--- src/rtl/spi_pkg.sv ---
// Shared SPI definitions used by the SPI slave and the AXI-Stream SPI master.
//   SPI_MODE0..3       : {CPOL,CPHA} encodings
//   spi_state_t        : slave shift engine states
//   spi_sample_on_rise : 1 when data is sampled on the rising sclk edge
package spi_pkg;

    localparam logic [1:0] SPI_MODE0 = 2'b00;
    localparam logic [1:0] SPI_MODE1 = 2'b01;
    localparam logic [1:0] SPI_MODE2 = 2'b10;
    localparam logic [1:0] SPI_MODE3 = 2'b11;

    typedef enum logic [0:0] {
        IDLE  = 1'b0,
        SHIFT = 1'b1
    } spi_state_t;

    // Modes 0 and 3 (CPOL == CPHA) sample on the rising edge, modes 1 and 2 on the falling edge.
    function automatic logic spi_sample_on_rise(input logic [1:0] mode);
        if (mode[1] == mode[0]) begin
            return 1'b1;
        end else begin
            return 1'b0;
        end
    endfunction

endpackage

--- src/rtl/spi_sync.sv ---
// Two-flop synchronizer for one asynchronous input.
//   clk, rst : system clock, asynchronous active-high reset
//   d        : asynchronous input
//   q        : synchronized output (RESET_VALUE while in reset)
module spi_sync #(
    parameter logic RESET_VALUE = 1'b0
) (
    input  logic clk,
    input  logic rst,
    input  logic d,
    output logic q
);

    logic meta_r;
    logic sync_r;

    // Two-stage capture of the asynchronous input.
    always_ff @(posedge clk or posedge rst) begin
        if (rst) begin
            meta_r <= RESET_VALUE;
            sync_r <= RESET_VALUE;
        end else begin
            meta_r <= d;
            sync_r <= meta_r;
        end
    end

    assign q = sync_r;

endmodule

--- src/rtl/spi_slave.sv ---
// SPI slave with AXI-Stream tx/rx interfaces, oversampling sclk/mosi/cs_n on clk.
//   s_axis_*          : word to transmit on miso (one-word holding register)
//   m_axis_*          : received mosi word, right-aligned
//   sclk, mosi, cs_n  : asynchronous SPI pins; miso_o/miso_t drive miso (miso_t=1 is high-Z)
//   enable            : ignore new chip-select sessions when low
//   lsb_first, spi_mode, spi_word_width : latched at the start of each session
//   rx_overrun_error  : sticky until the next m_axis handshake
//   tx_underrun_error : one-cycle pulse when a word loads from an empty holding register
//   bus_active        : shift engine in SHIFT
module spi_slave
    import spi_pkg::*;
#(
    parameter  int AXIS_DATA_WIDTH    = 8,
    localparam int WORD_COUNTER_WIDTH = $clog2(AXIS_DATA_WIDTH) + 1
) (
    input  logic                          clk,
    input  logic                          rst,
    input  logic [AXIS_DATA_WIDTH-1:0]    s_axis_tdata,
    input  logic                          s_axis_tvalid,
    output logic                          s_axis_tready,
    output logic [AXIS_DATA_WIDTH-1:0]    m_axis_tdata,
    output logic                          m_axis_tvalid,
    input  logic                          m_axis_tready,
    input  logic                          sclk,
    input  logic                          mosi,
    input  logic                          cs_n,
    output logic                          miso_o,
    output logic                          miso_t,
    input  logic                          enable,
    input  logic                          lsb_first,
    input  logic [1:0]                    spi_mode,
    input  logic [WORD_COUNTER_WIDTH-1:0] spi_word_width,
    output logic                          rx_overrun_error,
    output logic                          tx_underrun_error,
    output logic                          bus_active
);

    localparam int DW  = AXIS_DATA_WIDTH;
    localparam int WCW = WORD_COUNTER_WIDTH;

    // Next bit to present: MSB-first words are kept left-aligned in the shift register.
    function automatic logic tx_head(input logic [DW-1:0] w, input logic lsb);
        if (lsb) begin
            return w[0];
        end else begin
            return w[DW-1];
        end
    endfunction

    function automatic logic [DW-1:0] tx_advance(input logic [DW-1:0] w, input logic lsb);
        if (lsb) begin
            return {1'b0, w[DW-1:1]};
        end else begin
            return {w[DW-2:0], 1'b0};
        end
    endfunction

    logic sclk_s, mosi_s, cs_n_s;
    logic sclk_prev_r, cs_n_prev_r;
    logic sclk_rise_s, sclk_fall_s, cs_fall_s;
    logic sample_edge_s, shift_edge_s;

    spi_state_t state_r, state_next_s;
    logic start_s, stop_s, boundary_s, load_s;

    logic [1:0]     mode_r;
    logic           lsb_r;
    logic [WCW-1:0] width_r, bit_cnt_r, bit_cnt_inc_s;
    logic [DW-1:0]  rx_shift_r, rx_next_s;
    logic [DW-1:0]  tx_shift_r, load_word_s, load_aligned_s;
    logic           load_lsb_s;
    logic [WCW-1:0] load_width_s;

    logic [DW-1:0]  hold_r;
    logic           hold_valid_r, tx_ready_r, s_hs_s, m_hs_s;
    logic [DW-1:0]  m_tdata_r;
    logic           m_tvalid_r, overrun_r, underrun_r, miso_o_r, miso_t_r;

    spi_sync #(.RESET_VALUE(1'b0)) u_sync_sclk (.clk(clk), .rst(rst), .d(sclk), .q(sclk_s));
    spi_sync #(.RESET_VALUE(1'b0)) u_sync_mosi (.clk(clk), .rst(rst), .d(mosi), .q(mosi_s));
    spi_sync #(.RESET_VALUE(1'b1)) u_sync_cs_n (.clk(clk), .rst(rst), .d(cs_n), .q(cs_n_s));

    // Previous synchronized sclk/cs_n for edge detection.
    always_ff @(posedge clk or posedge rst) begin
        if (rst) begin
            sclk_prev_r <= 1'b0;
            cs_n_prev_r <= 1'b1;
        end else begin
            sclk_prev_r <= sclk_s;
            cs_n_prev_r <= cs_n_s;
        end
    end

    assign sclk_rise_s = sclk_s & ~sclk_prev_r;
    assign sclk_fall_s = ~sclk_s & sclk_prev_r;
    assign cs_fall_s   = cs_n_prev_r & ~cs_n_s;

    // Map sclk edges to sample/shift roles for the latched mode.
    always_comb begin
        sample_edge_s = 1'b0;
        shift_edge_s  = 1'b0;
        if (spi_sample_on_rise(mode_r)) begin
            sample_edge_s = sclk_rise_s;
            shift_edge_s  = sclk_fall_s;
        end else begin
            sample_edge_s = sclk_fall_s;
            shift_edge_s  = sclk_rise_s;
        end
    end

    assign bit_cnt_inc_s = bit_cnt_r + {{(WCW-1){1'b0}}, 1'b1};

    // Next-state logic and session/word control strobes.
    always_comb begin
        state_next_s = state_r;
        start_s      = 1'b0;
        stop_s       = 1'b0;
        boundary_s   = 1'b0;
        case (state_r)
            IDLE: begin
                if (enable && cs_fall_s) begin
                    state_next_s = SHIFT;
                    start_s      = 1'b1;
                end else begin
                    state_next_s = IDLE;
                end
            end
            SHIFT: begin
                if (cs_n_s) begin
                    state_next_s = IDLE;
                    stop_s       = 1'b1;
                end else if (sample_edge_s && (bit_cnt_inc_s == width_r)) begin
                    boundary_s   = 1'b1;
                end else begin
                    state_next_s = SHIFT;
                end
            end
            default: begin
                state_next_s = IDLE;
            end
        endcase
    end

    // State register.
    always_ff @(posedge clk or posedge rst) begin
        if (rst) begin
            state_r <= IDLE;
        end else begin
            state_r <= state_next_s;
        end
    end

    assign load_s       = start_s | boundary_s;
    assign s_hs_s       = s_axis_tvalid & tx_ready_r;
    assign m_hs_s       = m_tvalid_r & m_axis_tready;
    // A session start uses the live configuration; later words use the latched copy.
    assign load_lsb_s   = start_s ? lsb_first : lsb_r;
    assign load_width_s = start_s ? spi_word_width : width_r;
    assign load_word_s  = hold_valid_r ? hold_r : {DW{1'b0}};
    assign load_aligned_s = load_lsb_s ? load_word_s
                                       : (load_word_s << (WCW'(DW) - load_width_s));

    // LSB-first bits land at their own index; MSB-first bits shift in from the bottom.
    assign rx_next_s = lsb_r ? (rx_shift_r | ({{(DW-1){1'b0}}, mosi_s} << bit_cnt_r))
                             : {rx_shift_r[DW-2:0], mosi_s};

    // TX holding register: filled by s_axis, emptied by a shift-register load.
    always_ff @(posedge clk or posedge rst) begin
        if (rst) begin
            hold_r       <= {DW{1'b0}};
            hold_valid_r <= 1'b0;
            tx_ready_r   <= 1'b1;
            underrun_r   <= 1'b0;
        end else begin
            underrun_r <= load_s & ~hold_valid_r;
            if (s_hs_s) begin
                hold_r       <= s_axis_tdata;
                hold_valid_r <= 1'b1;
                tx_ready_r   <= 1'b0;
            end else if (load_s) begin
                hold_valid_r <= 1'b0;
                tx_ready_r   <= 1'b1;
            end
        end
    end

    // Shift engine: configuration latch, bit counter, rx/tx shift registers and miso.
    always_ff @(posedge clk or posedge rst) begin
        if (rst) begin
            mode_r     <= SPI_MODE0;
            lsb_r      <= 1'b0;
            width_r    <= WCW'(DW);
            bit_cnt_r  <= {WCW{1'b0}};
            rx_shift_r <= {DW{1'b0}};
            tx_shift_r <= {DW{1'b0}};
            miso_o_r   <= 1'b0;
            miso_t_r   <= 1'b1;
        end else if (start_s) begin
            mode_r     <= spi_mode;
            lsb_r      <= lsb_first;
            width_r    <= spi_word_width;
            bit_cnt_r  <= {WCW{1'b0}};
            rx_shift_r <= {DW{1'b0}};
            miso_t_r   <= 1'b0;
            // CPHA=0 needs bit0 on the wire before the first sclk edge.
            if (!spi_mode[0]) begin
                miso_o_r   <= tx_head(load_aligned_s, lsb_first);
                tx_shift_r <= tx_advance(load_aligned_s, lsb_first);
            end else begin
                tx_shift_r <= load_aligned_s;
            end
        end else if (stop_s) begin
            bit_cnt_r  <= {WCW{1'b0}};
            rx_shift_r <= {DW{1'b0}};
            miso_t_r   <= 1'b1;
        end else if (state_r == SHIFT) begin
            if (boundary_s) begin
                bit_cnt_r  <= {WCW{1'b0}};
                rx_shift_r <= {DW{1'b0}};
                tx_shift_r <= load_aligned_s;
            end else if (sample_edge_s) begin
                bit_cnt_r  <= bit_cnt_inc_s;
                rx_shift_r <= rx_next_s;
            end else if (shift_edge_s) begin
                miso_o_r   <= tx_head(tx_shift_r, lsb_r);
                tx_shift_r <= tx_advance(tx_shift_r, lsb_r);
            end
        end
    end

    // RX output register and sticky overrun flag.
    always_ff @(posedge clk or posedge rst) begin
        if (rst) begin
            m_tdata_r  <= {DW{1'b0}};
            m_tvalid_r <= 1'b0;
            overrun_r  <= 1'b0;
        end else if (boundary_s) begin
            m_tdata_r  <= rx_next_s;
            m_tvalid_r <= 1'b1;
            if (m_tvalid_r && !m_axis_tready) begin
                overrun_r <= 1'b1;
            end else if (m_hs_s) begin
                overrun_r <= 1'b0;
            end
        end else if (m_hs_s) begin
            m_tvalid_r <= 1'b0;
            overrun_r  <= 1'b0;
        end
    end

    assign s_axis_tready     = tx_ready_r;
    assign m_axis_tdata      = m_tdata_r;
    assign m_axis_tvalid     = m_tvalid_r;
    assign miso_o            = miso_o_r;
    assign miso_t            = miso_t_r;
    assign rx_overrun_error  = overrun_r;
    assign tx_underrun_error = underrun_r;
    assign bus_active        = (state_r == SHIFT);

endmodule

--- config.mk ---
export PLATFORM = sky130hd
export DESIGN_NAME = spi_slave
export DESIGN_NICKNAME = d
export VERILOG_FILES = /design/src/rtl/spi_pkg.sv /design/src/rtl/spi_sync.sv /design/src/rtl/spi_slave.sv
export SDC_FILE = /design/constraint.sdc
export NUM_CORES = 1
export LEC_CHECK = 0
export BUFFER_PORTS_ARGS = -buffer_cell sky130_fd_sc_hd__buf_2
export CAP_MARGIN = 20
export CORE_MARGIN = 4
export CORE_UTILIZATION = 35
export CTS_BUF_LIST = sky130_fd_sc_hd__clkbuf_2
export DETAILED_ROUTE_END_ITERATION = 7
export SLEW_MARGIN = 40
export SYNTH_ARGS = -nofsm -noshare
export SYNTH_HDL_FRONTEND = slang
export SYNTH_SLANG_ARGS = --single-unit
--- constraint.sdc ---
create_clock -name clk -period 5.9 [get_ports clk]
set_input_delay 0.885 -clock clk [delete_from_list [all_inputs] [get_ports clk]]
set_output_delay 0.885 -clock clk [all_outputs]
set_load 0.1 [all_outputs]
==> impl_metrics.csv, run 1 <==
group,metric,value,unit
run_status,status,"finished clean",
grt,grt.total_usage,15.3,%
synth,synth_ff_type,"dfrtp_1",
die,die_h,107,um
worst_setup_path,max_stage_delay,0.58,ns
worst_setup_path,path_delay_family,"multiplexers",
grt,overflow,0,
synth,syn_area,3410,um2
sta,rsz0062_at_grt,"no",
sta,fin_hold_ws,0.368,ns
cts,cts_tree,"yes",
power_and_ir_drop,power_leakage,0.00169,uW
sta,drv_slew,0,
cts,hold_buffers,0,
route,drtPass1Iterations,7,
placement,hpwlAfterDp,5850,um
grt,grt_max_degree,60,
worst_setup_path,cp_num_buf_inv,1,
layout,final_cell_mix,"dfrtp_1, buf_2, nand2_1, nor2_1",
grt,grt_pass1_wl,14000,um
cts,clk_pin_slew,0.15,ns
sta,setup_viol,0,
grt,grt_pass1_vias,2752,
synth,synth_area_per_cell,10.0,um2
worst_setup_path,cp_data_required_time,6.27,ns
synth,synth_edf_count,0,
placement,gp_congestion,0.881,
die,row_count,35,
synth,ys_async_sr_fraction,100,%
layout,layout_commonest_cell,"dfrtp_1",
worst_setup_path,critPathMaxFanout,19,
synth,synthCells,340,
synth,synth_warnings,0,
sta,slew_headroom,47.8,%
power_and_ir_drop,fin_total_pwr,1470,uW
synth,synth.distinct_cells,66,
worst_setup_path,setup.worst_path.end_class,"flop",
cts,clk_path_buf_depth,2,
min_path,hp-class,"flop to flop",
route,initialDrtViolationCount,182,
sta,finalSetupTns,0,ns
worst_setup_path,path_cells,"nor4bb_4 > buf_4 > mux2i_4 > mux4_2 > a21oi_2 > o21ai_1 > a221oi_1 > o21ai_1",
power_and_ir_drop,powerDensity,384,nW/um2
synth,ys_seq_area_share,43.5,%
sta,min_period,3.03,ns
power_and_ir_drop,ir_drop,0.000207,V
worst_setup_path,arrival,3.40,ns
cts,cts_buffers,9,
route,wl,8290,um
sta,post-route-period-util,51.4,%
layout,n_antenna_cell,0,
die,coreArea,9370,um2
sta,max_freq,0.330,GHz
layout,synthToLayoutAreaGrowth,12.4,%
synth,ys_seq_elements,59,
worst_setup_path,worstSetupPathType,"flop to flop",
cts,htree_levels,3,
synth,synth_nets,364,
route,via_per_inst,5.61,
sta,setup_slack,2.87,ns
cts,postCtsSetupBuffers,0,
die,ios,38,
grt,antenna_found_initial,0,
cts,clk-insertion-delay-late,0.52,ns
route,ant_nets,0,
route,route.detailed.drc,0,
sta,hold_viol_final,0,
die,die_w,107,um
sta,finClkSkew,0.0385,ns
route,avgRoutedWirePerCell,16.3,um
cts,ctsResizeCount,0,
worst_setup_path,cp_common_cell,"o21ai_1",
placement,place_ws,2.52,ns
placement,port_buffers,37,
sta,tightest_slew,0.780,ns
worst_setup_path,crit_path_top_delay_cell,"dfstp_2",
route,num_vias,2848,
layout,drive_above_1_share,27.7,%
run,maxCapViolCount,0,
die,start_util,36.4,%
cts,cts_root_buf,"clkbuf_2",
cts,cts.sink_count,59,
die,dieArea,11400,um2
worst_setup_path,cp-start-kind,"flop",
layout,fin_nets,398,
## per-stage QoR
| stage | utilization [%] | instance area (um2) | instances |
|---|---|---|---|
| 2_1_floorplan | - | 3410 | 340 |
| 3_3_place_gp | 39.7 | 3720 | 492 |
| 3_5_place_dp | 39.7 | 3720 | 492 |
| 4_1_cts | 40.8 | 3830 | 508 |
| 5_1_grt | 40.9 | 3840 | 508 |
| 6_report | 40.9 | 3840 | 508 |
## layout make-up
| type | instances | area (um2) |
|---|---|---|
| clock buffer | 10 | 50.0 |
| clock inverter | 6 | 56.3 |
| fill | 943 | 5540 |
| inverter | 11 | 42.5 |
| multi-input combinational | 252 | 1820 |
| sequential | 59 | 1490 |
| tap | 129 | 161 |
| timing repair buffer | 41 | 219 |
## kinds of logic (layout without fill, tap and decap cells)
logic type / Yosys count / after routing / synth area share, %
AND/OR/NAND/NOR: 101 / 101 / 14.9
adder cells (fa/ha/maj): 1 / 1 / 0.367
XOR/XNOR: 8 / 8 / 2.46
buffers and inverters: 29 / 68 / 3.70
multiplexers: 41 / 41 / 14.2
AO/OA/AOI/OAI: 101 / 101 / 20.9
flip-flops: 59 / 59 / 43.5
## per-layer routing
metal | routed length (um) | track usage (%) | up-vias
met5 | 0 | 0 | -
met4 | 164 | 5.21 | 0
met3 | 560 | 4.27 | 18
met2 | 3680 | 22.9 | 117
met1 | 3880 | 21.3 | 1374
li1 | - | - | 1339
## synth_stat cells (6+ instances only)
cell type / count / area [um2]
dfrtp_1: 53 / 1330
nand2_1: 29 / 109
nor2_1: 29 / 109
a21oi_1: 24 / 120
mux2_2: 24 / 270
o21ai_0: 12 / 60.1
mux2i_1: 11 / 110
a31oi_1: 10 / 62.6
inv_1: 10 / 37.5
a22o_1: 9 / 78.8
nand3_1: 8 / 40.0
buf_2: 7 / 35.0
clkbuf_1: 7 / 26.3
nand2b_1: 7 / 43.8
dfstp_2: 6 / 158
## registers in the layout, summed over array words and instances (netlist names), 2 cells and up, named ones only
register,count
hold_r,8
m_axis_tdata,8
rx_shift_r,8
tx_shift_r,8
bit_cnt_r,4
width_r,4
mode_r,2
## path summary, 6_finish.rpt
kind                                    startpoint             to  slack (ns)  cells after the start
max in group asynchronous                      rst         miso_t        5.02                      3
worst min register to register  u_sync_cs_n.meta_r  u_sync_cs_n.q        0.37                      0
worst max register to register         cs_n_prev_r  tx_shift_r[5]        2.87                      8
worst max-delay path                   cs_n_prev_r  tx_shift_r[5]        2.87                      8
worst min-delay path            u_sync_cs_n.meta_r  u_sync_cs_n.q        0.37                      0
min in group asynchronous                      rst          lsb_r        0.46                      3
## power by group
group	total [uW]	switching (uW)	internal, uW
Sequential	629	128	501
Clock	254	158	96.0
Combinational	592	356	236
Total	1470	642	833
No activity file was read; power rests on OpenSTA's default activity.
==> inputs of run 2 (changes only) <==
Settings changed: ABC_AREA set to 1.
Clock period 5.9 ns to 2.95 ns, I/O delays scaled along.
==> run 2 against run 1 <==
Utilization shrank 0.56 points. Via count grew 8.2%. Die area grew 1.3%. Sequential power grew 120%. Combinational power grew to 4.2 times the previous value. Cell area grew 1.9%. Clock power grew 110%. Register-to-register slack lost 2.6 ns. Maximum frequency grew 13%. Non-clock buffer count grew 2. Critical endpoint is now tx_shift_r[1]. Sequential share of layout area shrank 0.76 points.
==> impl_metrics.csv, run 2 <==
group,metric,value,unit
run_status,status,"finished clean",
die,coreArea,9680,um2
power_and_ir_drop,powerDensity,1120,nW/um2
grt,grt_busiest_layer,"met2",
min_path,hp-class,"input port to flop",
layout,layout_commonest_cell,"nand2_1",
grt,use_met3,2.76,%
cts,cts_root_buf,"clkbuf_2",
sta,drv_slew,0,
route,ant_nets,0,
sta,setup_viol,0,
sta,setup_slack,0.274,ns
grt,grt_pass1_wl,14300,um
layout,fillers,1027,
synth,ys_seq_elements,59,
run,maxCapViolCount,0,
placement,dpl_cell_area,3770,um2
sta,post-route-period-util,90.7,%
synth,synth_ff_type,"dfrtp_1",
sta,max_freq,0.374,GHz
sta,finalSetupTns,0,ns
layout,synthToLayoutAreaGrowth,13.0,%
synth,synth_warnings,0,
worst_setup_path,worstSetupPathType,"flop to flop",
cts,cts_buffers,9,
cts,postCtsSetupBuffers,0,
grt,overflow,0,
cts,clk-insertion-delay-late,0.51,ns
layout,stdcell_area,3910,um2
layout,final_cell_mix,"nand2_1, dfrtp_1, inv_1",
cts,htree_levels,3,
sta,rsz0062_at_grt,"no",
grt,grt_pass1_vias,3048,
cts,cts_tree,"yes",
worst_setup_path,setup.worst_path.end_class,"flop",
sta,min_period,2.68,ns
synth,synth_area_per_cell,7.52,um2
synth,yosysMostFrequentCell,"nand2_1",
placement,gp_congestion,0.911,
sta,finClkSkew,0.0298,ns
synth,synth_edf_count,0,
worst_setup_path,cp-start-kind,"flop",
route,route.detailed.drc,0,
grt,grt_use_met1,21.0,%
grt,grt_max_degree,24,
power_and_ir_drop,power_leakage,0.00198,uW
synth,synth.distinct_cells,33,
sta,slew_headroom,59.0,%
synth,synth_nets,484,
route,via_per_inst,4.81,
synth,synth_top_area_share,38.3,%
die,start_util,35.7,%
layout,fin_nets,526,
route,wl,8120,um
die,die_w,107,um
route,initialDrtViolationCount,89,
layout,n_antenna_cell,0,
synth,ys_seq_area_share,42.9,%
synth,netlist_top_cells_area,"dfrtp_1, nand2_1, inv_1",
sta,tightest_slew,0.615,ns
synth,synthTopCellsByCount,"nand2_1, dfrtp_1, inv_1",
synth,syn_area,3460,um2
worst_setup_path,cp_data_required_time,3.41,ns
cts,clk_pin_slew,0.19,ns
layout,drive_above_1_share,21.5,%
worst_setup_path,critPathMaxFanout,13,
route,num_vias,3081,
route,drtPass1Iterations,5,
grt,grt_use_met2,23.9,%
worst_setup_path,arrival,3.14,ns
die,row_count,36,
grt,antenna_found_initial,0,
placement,place_ws,0.323,ns
die,ios,38,
cts,cts.sink_count,59,
placement,port_buffers,37,
grt,grt.total_usage,15.3,%
worst_setup_path,r2r_cells,12,
synth,synth_top_area_cell,"dfrtp_1",
synth,ys_async_sr_fraction,100,%
synth,synthCells,460,
cts,clk_path_buf_depth,2,
die,die_h,107,um
min_path,min_path_cells,1,
power_and_ir_drop,ir_drop,0.000639,V
sta,hold_viol_final,0,
route,avgRoutedWirePerCell,12.7,um
die,dieArea,11500,um2
placement,hpwlAfterDp,6180,um
==> run 2: cell types whose count changed in the layout (fill, tap and decap cells not counted), moves of 8 or more <==
cell,previous run,this run
o22ai_1,2,11
inv_1,9,48
o21ai_0,12,31
nand3_1,8,33
mux2i_1,11,0
a22o_1,9,0
a21oi_1,24,16
a31oi_1,10,2
nand2_2,0,15
mux2_2,24,8
nand2_1,29,151
==> run 2: cell type report <==
cell class                 instances  area [um2]  share of cell area (%)
clock buffer                       9        45.0                    1.15
clock inverter                     7        76.3                    1.95
multi-input combinational        336        1700                    43.6
inverter                          53         199                    5.09
sequential                        59        1480                    38.0
timing repair buffer              43         235                    6.02
tap                              133         166                    4.26
==> run 2: final timing paths <==
path | from | end | slack [ns]
setup reg to reg | bit_cnt_r[0] | tx_shift_r[1] | 0.27
hold reg to reg | u_sync_cs_n.meta_r | u_sync_cs_n.q | 0.37
hold / removal | sclk | u_sync_sclk.meta_r | 0.05
max in group asynchronous | rst | width_r[3] | 1.79
min in group asynchronous | rst | bit_cnt_r[2] | 0.43
setup / recovery | bit_cnt_r[0] | tx_shift_r[1] | 0.27
==> run 2: cell families (layout without fill, tap and decap cells) <==
logic type               Yosys count  after routing  share of synthesized area [%]
multiplexers                       8              8                           2.60
AO/OA/AOI/OAI                     72             72                           12.4
buffers and inverters             65            112                           7.88
XOR/XNOR                           5              5                           1.27
AND/OR/NAND/NOR                  250            250                           32.6
flip-flops                        59             59                           42.9
adder cells (fa/ha/maj)            1              1                          0.361
==> run 2: critical path, stage by stage (launching register included) <==
cell     delay [ns]
dfrtp_1        0.50
ha_1           0.35
a22oi_1        0.19
nand4_1        0.11
nor3_1         0.16
nand2_1        0.32
nand2_1        0.28
inv_2          0.15
nor2_1         0.27
nand2_1        0.10
nand4_1        0.12
nand2_1        0.06
inv_1          0.04
==> run 2: report_power, final <==
group          leakage, uW  internal, uW  switching, uW
clock            0.0000689           201            344
combinational      0.00119           712           1770
sequential        0.000719          1120            248
total              0.00198          2040           2360
==> run 2: timing repair <==
item / in CTS / in global routing
gates resized for setup: 0 / 0
endpoints found under the hold margin: 13 / 0
hold buffers: 2 / 0
==> run 2: per-stage QoR <==
step	util [%]	hold slack (ns)	power (uW)	std cells
after floorplan	-	0.331	3400	460
after detailed placement	38.9	0.336	3860	622
after global routing	40.4	0.00180	4780	640
final	40.4	0.0493	4400	640
after CTS	40.4	0.0102	4420	640
after global placement	38.9	0.336	3830	622
==> run 2: routing by layer <==
metal | vias to the layer above | routed length (um)
li1 | 1560 | -
met1 | 1431 | 4010
met2 | 72 | 3640
met3 | 18 | 295
met4 | 0 | 176
met5 | - | 0
